===== src/rtl/complete_arbiter_if.sv =====
// Completion broadcast bundle: per-pipe finished-instruction requests, the squash
// broadcast, and the registered CompleteNotif payload.
interface complete_arbiter_if #(
    parameter int p_num_pipes      = 2,
    parameter int p_seq_num_bits   = 5,
    parameter int p_phys_addr_bits = 6
);
    logic [p_num_pipes-1:0]                       req_val;
    logic [p_num_pipes-1:0]                       req_rdy;
    logic [p_num_pipes-1:0][p_seq_num_bits-1:0]   req_seq_num;
    logic [p_num_pipes-1:0][4:0]                  req_waddr;
    logic [p_num_pipes-1:0][p_phys_addr_bits-1:0] req_preg;
    logic [p_num_pipes-1:0][31:0]                 req_wdata;
    logic [p_num_pipes-1:0]                       req_wen;

    logic                                         squash_val;
    logic [p_seq_num_bits-1:0]                    squash_seq_num;

    logic                                         complete_val;
    logic [p_seq_num_bits-1:0]                    complete_seq_num;
    logic [4:0]                                   complete_waddr;
    logic [p_phys_addr_bits-1:0]                  complete_preg;
    logic [31:0]                                  complete_wdata;
    logic                                         complete_wen;

    modport master (
        output req_val, req_seq_num, req_waddr, req_preg, req_wdata, req_wen,
        output squash_val, squash_seq_num,
        input  req_rdy,
        input  complete_val, complete_seq_num, complete_waddr, complete_preg,
        input  complete_wdata, complete_wen
    );

    modport slave (
        input  req_val, req_seq_num, req_waddr, req_preg, req_wdata, req_wen,
        input  squash_val, squash_seq_num,
        output req_rdy,
        output complete_val, complete_seq_num, complete_waddr, complete_preg,
        output complete_wdata, complete_wen
    );
endinterface


===== src/rtl/complete_arbiter.sv =====
// Round-robin arbiter sharing the single completion broadcast among execute pipes;
// squashed completions are consumed silently, and a late squash masks the registered entry.
module complete_arbiter #(
    parameter int p_num_pipes      = 2,
    parameter int p_seq_num_bits   = 5,
    parameter int p_phys_addr_bits = 6
) (
    input logic               clk,
    input logic               rst,
    complete_arbiter_if.slave bus
);
    localparam int PTR_W = (p_num_pipes > 1) ? $clog2(p_num_pipes) : 1;

    // Younger than the squasher: modular distance in [1, 2^(W-1)-1].
    function automatic logic is_younger(input logic [p_seq_num_bits-1:0] s,
                                        input logic [p_seq_num_bits-1:0] sq);
        logic [p_seq_num_bits-1:0] d;
        d = s - sq;
        return (d != '0) && !d[p_seq_num_bits-1];
    endfunction

    logic [PTR_W-1:0]            ptr;
    logic [p_num_pipes-1:0]      killed;
    logic [p_num_pipes-1:0]      live;
    logic [p_num_pipes-1:0]      rdy_c;
    logic                        grant_found;
    logic [PTR_W-1:0]            grant_idx;
    logic [PTR_W-1:0]            scan_idx;
    logic [PTR_W-1:0]            ptr_nxt;

    logic                        vld_p1;
    logic [p_seq_num_bits-1:0]   seq_p1;
    logic [4:0]                  waddr_p1;
    logic [p_phys_addr_bits-1:0] preg_p1;
    logic [31:0]                 wdata_p1;
    logic                        wen_p1;

    // Stage p0: kill filter and grant selection, purely combinational on this cycle's inputs.
    always_comb begin
        killed = '0;
        for (int i = 0; i < p_num_pipes; i++) begin
            killed[i] = bus.req_val[i] & bus.squash_val &
                        is_younger(bus.req_seq_num[i], bus.squash_seq_num);
        end
        live = bus.req_val & ~killed;

        grant_found = 1'b0;
        grant_idx   = '0;
        scan_idx    = '0;
        for (int i = 0; i < p_num_pipes; i++) begin
            scan_idx = PTR_W'((int'(ptr) + i) % p_num_pipes);
            if (!grant_found && live[scan_idx]) begin
                grant_found = 1'b1;
                grant_idx   = scan_idx;
            end
        end
        if (rst) begin
            grant_found = 1'b0;
        end

        rdy_c = '0;
        if (!rst) begin
            rdy_c = killed;
            if (grant_found) begin
                rdy_c[grant_idx] = 1'b1;
            end
        end

        ptr_nxt = (grant_idx == PTR_W'(p_num_pipes - 1)) ? '0 : grant_idx + 1'b1;
    end

    assign bus.req_rdy = rdy_c;

    // Stage p1: broadcast register; payload only loads on a grant and is never reset.
    always_ff @(posedge clk) begin
        if (rst) begin
            ptr    <= '0;
            vld_p1 <= 1'b0;
        end else begin
            vld_p1 <= grant_found;
            if (grant_found) begin
                ptr <= ptr_nxt;
            end
        end
        if (grant_found) begin
            seq_p1   <= bus.req_seq_num[grant_idx];
            waddr_p1 <= bus.req_waddr[grant_idx];
            preg_p1  <= bus.req_preg[grant_idx];
            wdata_p1 <= bus.req_wdata[grant_idx];
            wen_p1   <= bus.req_wen[grant_idx];
        end
    end

    assign bus.complete_val     = vld_p1 & ~(bus.squash_val & is_younger(seq_p1, bus.squash_seq_num));
    assign bus.complete_seq_num = seq_p1;
    assign bus.complete_waddr   = waddr_p1;
    assign bus.complete_preg    = preg_p1;
    assign bus.complete_wdata   = wdata_p1;
    assign bus.complete_wen     = wen_p1;
endmodule


===== src/flat_wrapper.sv =====
// flat-port wrapper written by rule: the top's interface ports become plain ports
module complete_arbiter_flat 
#(
    parameter int p_num_pipes      = 2,
    parameter int p_seq_num_bits   = 5,
    parameter int p_phys_addr_bits = 6
)
  (clk, rst, bus_req_val, bus_req_seq_num, bus_req_waddr, bus_req_preg, bus_req_wdata, bus_req_wen, bus_squash_val, bus_squash_seq_num, bus_req_rdy, bus_complete_val, bus_complete_seq_num, bus_complete_waddr, bus_complete_preg, bus_complete_wdata, bus_complete_wen);
  complete_arbiter_if #(.p_num_pipes(p_num_pipes), .p_seq_num_bits(p_seq_num_bits), .p_phys_addr_bits(p_phys_addr_bits)) bus_i ();
  input logic clk;
  input logic rst;
  input wire logic [$bits(bus_i.req_val)-1:0] bus_req_val;
  input wire logic [$bits(bus_i.req_seq_num)-1:0] bus_req_seq_num;
  input wire logic [$bits(bus_i.req_waddr)-1:0] bus_req_waddr;
  input wire logic [$bits(bus_i.req_preg)-1:0] bus_req_preg;
  input wire logic [$bits(bus_i.req_wdata)-1:0] bus_req_wdata;
  input wire logic [$bits(bus_i.req_wen)-1:0] bus_req_wen;
  input wire logic [$bits(bus_i.squash_val)-1:0] bus_squash_val;
  input wire logic [$bits(bus_i.squash_seq_num)-1:0] bus_squash_seq_num;
  output wire logic [$bits(bus_i.req_rdy)-1:0] bus_req_rdy;
  output wire logic [$bits(bus_i.complete_val)-1:0] bus_complete_val;
  output wire logic [$bits(bus_i.complete_seq_num)-1:0] bus_complete_seq_num;
  output wire logic [$bits(bus_i.complete_waddr)-1:0] bus_complete_waddr;
  output wire logic [$bits(bus_i.complete_preg)-1:0] bus_complete_preg;
  output wire logic [$bits(bus_i.complete_wdata)-1:0] bus_complete_wdata;
  output wire logic [$bits(bus_i.complete_wen)-1:0] bus_complete_wen;
  assign bus_i.req_val = bus_req_val;
  assign bus_i.req_seq_num = bus_req_seq_num;
  assign bus_i.req_waddr = bus_req_waddr;
  assign bus_i.req_preg = bus_req_preg;
  assign bus_i.req_wdata = bus_req_wdata;
  assign bus_i.req_wen = bus_req_wen;
  assign bus_i.squash_val = bus_squash_val;
  assign bus_i.squash_seq_num = bus_squash_seq_num;
  assign bus_req_rdy = bus_i.req_rdy;
  assign bus_complete_val = bus_i.complete_val;
  assign bus_complete_seq_num = bus_i.complete_seq_num;
  assign bus_complete_waddr = bus_i.complete_waddr;
  assign bus_complete_preg = bus_i.complete_preg;
  assign bus_complete_wdata = bus_i.complete_wdata;
  assign bus_complete_wen = bus_i.complete_wen;
  complete_arbiter #(.p_num_pipes(p_num_pipes), .p_seq_num_bits(p_seq_num_bits), .p_phys_addr_bits(p_phys_addr_bits)) u_core (.clk(clk), .rst(rst), .bus(bus_i));
endmodule

===== config.mk =====
export PLATFORM = sky130hd
export DESIGN_NAME = complete_arbiter_flat
export DESIGN_NICKNAME = d
export VERILOG_FILES = /design/src/rtl/complete_arbiter_if.sv /design/src/rtl/complete_arbiter.sv /design/src/flat_wrapper.sv
export SDC_FILE = /design/constraint.sdc
export NUM_CORES = 1
export LEC_CHECK = 0
export ABC_AREA = 1
export CAP_MARGIN = 5
export CORE_MARGIN = 3
export CORE_UTILIZATION = 40
export DETAILED_ROUTE_END_ITERATION = 10
export GPL_TIMING_DRIVEN = 0
export PLACE_DENSITY = 0.82
export SLEW_MARGIN = 25
export SYNTH_ARGS = -nofsm -noshare
export SYNTH_HDL_FRONTEND = slang
export SYNTH_SLANG_ARGS = --single-unit

===== constraint.sdc =====
create_clock -name clk -period 5.7 [get_ports clk]
set_clock_uncertainty 0.2 [all_clocks]
set_input_delay 1.14 -clock clk [delete_from_list [all_inputs] [get_ports clk]]
set_output_delay 1.14 -clock clk [all_outputs]
set_load 0.1 [all_outputs]

# After elaboration in Yosys (flattened, before gate mapping)
# Index checks and enable logic that the tools add are counted.
[classes]
add_sub_neg = 5
multipliers = 0
div_mod_pow = 0
order_cmp = 4
eq_ne = 0
shift = 0
muxes = 24
n_bitwise = 10
reduce_logical = 12
[op_table]
columns = ["cell", "count"]
rows = [
  ["32-bit two-way mux", 2],
  ["5-bit two-way mux", 4],
  ["5-bit nonzero test", 3],
  ["5-bit subtractor", 3],
  ["1-bit two-way mux", 13],
  ["6-bit two-way mux", 2],
  ["1-bit bitwise AND", 6],
  ["1-bit by 2-bit < comparator with 1-bit output (second input constant)", 3],
  ["1-bit logical AND", 5],
  ["1-bit logical NOT", 4],
  ["2-bit two-way mux", 2],
  ["1-bit adder (second input constant)", 2],
  ["2-bit bitwise AND", 1],
  ["2-bit inverter", 1],
  ["2-bit OR", 1],
  ["1-bit demux with 1-bit select", 1],
  ["1-bit >= comparator (second input constant)", 1],
  ["1-bit inverter", 1],
]
[word_totals]
ff_bits = 51
latch_bits = 0
mem_bits_rw = 0
romBits = 0
in_bits = 108
out_inout_bits = 52
word_cells = 62
memories = 0

# Longest topological paths before layout
[logic_depth]
word_depth = 19
depth_mapped = 15
ltp_nobuf = 15

# Worst setup path after synthesis
# OpenSTA, ideal clock, no wires.
[synth_path]
kind = "input port to flip-flop"
start = "input bus_squash_seq_num[2]"
end = "register u_core.preg_p1[0] (netlist: u_core.bus.complete_preg[0]), enable pin"
setup_ps = 472
arrival_ps = 4580
t_required_ps = 5028
setup_slack_ps = 448
cell_stages = 11
path_buffers = 0
path_cell_list = "inv_1 > ha_1 > a21oi_1 > nand2_1 > nand2_1 > nand2_2 > nor2_4 > inv_1 > nand2_1 > nand2_1 > a21oi_1"
[synth_between]
elab_chain_cells = 13
word_cells_on_any_way = 21
classes_between = "2 x add/sub; 7 x mux; 4 x bitwise; 8 x reduce/logical"
[synth_lines]
columns = ["element", "line_no", "text"]
rows = [
  ["start: declaration", "flat_wrapper.sv:19", "input wire logic [$bits(bus_i.squash_seq_num)-1:0] bus_squash_seq_num;"],
  ["5-bit subtractor", "complete_arbiter.sv:18", "d = s - sq;"],
  ["5-bit nonzero test or 1-bit logical NOT (tied branches)", "complete_arbiter.sv:19", "return (d != '0) && !d[p_seq_num_bits-1];"],
  ["1-bit logical AND", "complete_arbiter.sv:19", ""],
  ["1-bit bitwise AND", "complete_arbiter.sv:42", "killed[i] = bus.req_val[i] & bus.squash_val &"],
  ["2-bit inverter (*)", "complete_arbiter.sv:45", "live = bus.req_val & ~killed;"],
  ["2-bit bitwise AND (*)", "complete_arbiter.sv:45", ""],
  ["1-bit two-way mux (not written as such) (2 in series)", "complete_arbiter.sv:52", "if (!grant_found && live[scan_idx]) begin"],
  ["1-bit two-way mux", "complete_arbiter.sv:52", ""],
  ["1-bit logical NOT", "complete_arbiter.sv:52", ""],
  ["1-bit logical AND", "complete_arbiter.sv:52", ""],
  ["1-bit two-way mux (*)", "complete_arbiter.sv:52", ""],
  ["1-bit two-way mux (*)", "complete_arbiter.sv:57", "if (rst) begin"],
  ["named net u_core.grant_found", "complete_arbiter.sv:26", "logic grant_found;"],
  ["end signal: assignment", "complete_arbiter.sv:88", "preg_p1 <= bus.req_preg[grant_idx];"],
  ["end: declaration", "complete_arbiter.sv:34", "logic [p_phys_addr_bits-1:0] preg_p1;"],
]
# Mark *: on every way through the listed nets, which the timed path passes. The rest lies on a longest branch. The select of a mux whose other input is x is not followed.
# A chain may end at the register's enable or synchronous reset.

# Worst setup path in the final report
[layout_path]
start = "input bus_squash_seq_num[2]"
end = "output bus_req_rdy[1]"
[layout_between]
elab_chain_cells = 19
word_cells_on_any_way = 31
classes_between = "2 x add/sub; 2 x order compare; 13 x mux; 5 x bitwise; 9 x reduce/logical"
[layout_lines]
columns = ["element", "line_no", "text"]
rows = [
  ["5-bit subtractor", "complete_arbiter.sv:18", ""],
  ["5-bit nonzero test or 1-bit logical NOT (tied branches)", "complete_arbiter.sv:19", ""],
  ["1-bit logical AND", "complete_arbiter.sv:19", ""],
  ["1-bit bitwise AND", "complete_arbiter.sv:42", ""],
  ["2-bit inverter", "complete_arbiter.sv:45", ""],
  ["2-bit bitwise AND", "complete_arbiter.sv:45", ""],
  ["1-bit two-way mux (not written as such) (2 in series)", "complete_arbiter.sv:52", ""],
  ["1-bit two-way mux", "complete_arbiter.sv:52", ""],
  ["[... 2 more ...]", "n/a", ""],
  ["1-bit two-way mux", "complete_arbiter.sv:52", ""],
  ["1-bit by 2-bit < comparator with 1-bit output (not written as such) or 1-bit >= comparator (tied branches)", "complete_arbiter.sv:65", "rdy_c[grant_idx] = 1'b1;"],
  ["1-bit logical AND (not written as such)", "complete_arbiter.sv:65", ""],
  ["1-bit two-way mux (not written as such)", "complete_arbiter.sv:65", ""],
  ["1-bit demux with 1-bit select", "n/a", ""],
  ["2-bit OR (no line)", "n/a", ""],
  ["2-bit two-way mux (*)", "complete_arbiter.sv:64", "if (grant_found) begin"],
  ["2-bit two-way mux (*)", "complete_arbiter.sv:62", "if (!rst) begin"],
  ["end: declaration", "flat_wrapper.sv:20", "output wire logic [$bits(bus_i.req_rdy)-1:0] bus_req_rdy;"],
]
# Every way passes the cells marked *; elsewhere a longest branch is shown, timed or not. The select of a mux whose other input is x is not followed.

==> summary.md <==
| Metric | Value |
|---|---|
| Worst-path clk slew | 0.10 ns |
| Detail Route Antenna Nets | 0 |
| Synth area leaders | edfxtp_1, nand2_1, nand3_2 |
| Mean post-synth cell area | 9.361 sq um |
| Syn Std Cell Area | 3014 sq um |
| Worst-path fanout max | 10 |
| CP max stage delay | 0.88 ns |
| # IOs | 160 |
| Max-slew violations | 0 |
| Placed Cells | 582 |
| Gr ovfl total | 0 |
| CTS tree | done |
| Pre-Repair DR Iteration Count | 6 |
| Hold crit path type | flip-flop to flip-flop |
| Share of layout cells above drive strength 1 | 11.61% |
| Starting Density | 41.33% |
| Die height | 92.81 microns |
| Clock Latency Late Sink | 0.31 ns |
| Commonest non-fill, non-tap cells in the layout | clkdlybuf4s50_1, nand2_1, edfxtp_1 |
| Min Clock Period, post-route | 5.490 ns |
| Vias in the first global route | 2869 |
| Crit start category | primary input |
| Max frequency | 182.1 MHz |
| Unrepaired setup endpoints after global routing | false |
| Post-CTS setup buffers | 0 |
| Non-filler instance count after layout | 590 |
| Critical path's slowest cell | dlygate4sd2_1 |
| Vias/cell | 4.805 |
| Count of final setup violators | 0 |
| Commonest non-fill, non-tap cell in the layout | clkdlybuf4s50_1 |
| Drt drc | 0 |
| Max cap viols | 0 |
| WL/cell | 15.51 microns |
| CTS Buf Count | 5 |
| Post-route cell area | 4885 sq um |
| Antenna diodes | 0 |
| First-pass GRT wire length | 14210 microns |
| CP Capture Type | output port |
| Part of the cycle the worst path needs | 96.32% |
| Final hold vios | 0 |
| Die W | 92.81 microns |
| DP HPWL | 7281 microns |
| Clock root cell | clkbuf_8 |
| Sequential share of the synthesized area | 50.15% |
| Yosys reg bits | 51 |
| Synth Instances | 322 |
| Placer Congestion | 0.8221 |
| Initial antenna violation count | 0 |
| # nets final | 610 |
| Slew @ Worst Pin | 1.027 ns |
| Unique masters post-synth | 26 |
| Outcome | finished clean |
| Final WL | 9148 microns |
| Total GRT Usage | 20.92% |
| Yosys warnings | 0 |
| Placed instance area | 4796 sq um |
| Final TNS setup | 0 ns |
| Area fraction of the dominant cell type after synthesis | 48.82% |
| Num Clock Sinks | 51 |
| VDD IR max | 0.1112 mV |
| # port buffers | 159 |
| Normalized max-slew margin | 31.31% |
| Drt first-iter violations | 114 |
| Critical path class | primary input to output port |
| Hold buffers post-CTS | 0 |
| Required time worst endpoint | 4.36 ns |
| Pwr dens | 251.0 nW/um^2 |
| Pwr Total | 1226 uW |
| Post-synth top area cell | edfxtp_1 |
| Die Area | 8613 sq um |
| Num rows | 31 |
| Largest net degree at the start of global routing | 20 |
| H-Tree Depth | 2 |
| CTS Buffer Depth | 2 |
| Net Count, Synth | 442 |
| Cell Chain, Critical Path | clkdlybuf4s50_1, inv_1, ha_1, a21oi_1, nand2_1, nand2_1, nand2_2, nor2_4, nor2_4, nor2_8, nand2_4, buf_2, a21oi_1, dlygate4sd2_1 |
| Leakage | 0.002135 uW |
| Via count | 2835 |
| Area growth syn-to-layout | 62.06% |
| WP data arrival | 4.15 ns |
| Core Area | 7292 sq um |
## registers in the layout (all words and copies together), names as in the netlist
name                         cells
u_core.bus.complete_wdata       32
u_core.bus.complete_preg         6
u_core.bus.complete_seq_num      5
u_core.bus.complete_waddr        5
u_core.bus.complete_wen          1
u_core.ptr                       1
u_core.vld_p1                    1
## power breakdown
part	internal (uW)	switching, uW
clock	86.7	124
sequential	454	8.99
combinational	181	371
## Yosys cell counts
library cell	n
nand3_4	1
buf_8	1
buf_4	4
dfxtp_1	2
xnor2_1	3
o21bai_1	1
o21a_1	1
nand3b_1	1
ha_1	12
nor2_8	1
a21oi_1	9
buf_6	2
nand2_4	1
nor2_2	1
nor2_4	2
nand3_1	35
nand2_2	3
o21ai_0	2
buf_12	2
inv_1	27
nand2_1	129
xor2_1	3
edfxtp_1	49
nand3_2	22
buf_2	6
nor2_1	2
## per-stage QoR
| step | util (%) | setup slack [ns] | hold slack (ns) |
|---|---|---|---|
| after floorplan | - | 0.4482 | 0.2344 |
| after global placement | 64.86 | -1.228 | 0.2518 |
| after detailed placement | 65.77 | -0.05101 | 0.2591 |
| after CTS | 66.95 | 0.01521 | 0.2736 |
| after global routing | 66.99 | 0.06824 | 0.3135 |
| final | 66.99 | 0.2096 | 0.2708 |
## cell type report
type                       instances  area, sq um
fill                             596         2407
inverter                          27        101.3
sequential                        51         1511
tap                               99        123.9
buffer                            15        137.6
clock buffer                       5        68.82
clock inverter                     3        18.77
timing repair buffer             161         1648
multi-input combinational        229         1275
## final timing paths
kind                            slack (ns)                           to                  start  depth (start not counted)
worst max-delay path                  0.21               bus_req_rdy[1]  bus_squash_seq_num[2]                         14
worst min register to register        0.27                   u_core.ptr             u_core.ptr                          2
worst min-delay path                  0.27                   u_core.ptr             u_core.ptr                          2
worst max register to register        4.27  u_core.bus.complete_preg[0]             u_core.ptr                          6
## cell families after synthesis
family	Yosys count	share of synthesized area, %
fa+ha+maj	12	4.981
flops	51	50.15
simple gates	198	32.88
buf+inv	42	7.929
xor+xnor	6	1.744
compound gates	13	2.325
## routing by layer
layer | global-route usage (%) | up-vias | share of wire [%]
met1 | 24.24 | 1290 | 38
met2 | 38.63 | 130 | 53
li1 | - | 1400 | -
met5 | 0 | - | 0
met3 | 4.062 | 15 | 6.7
met4 | 6.349 | 0 | 2.0
## critical path, delay by kind of cell
kind	cells	cell delay (ns)
buffers and inverters	4	1.63
and+or+nand+nor	7	0.64
AOI/OAI and AO/OA	2	0.38
adders and majority gates	1	0.37
## what timing repair did
item,4_1_cts,5_1_grt
gates resized for setup,1,1
setup endpoints to repair,1,1
pin swaps,0,0
Note: power is estimated with default switching activity, not from simulation.
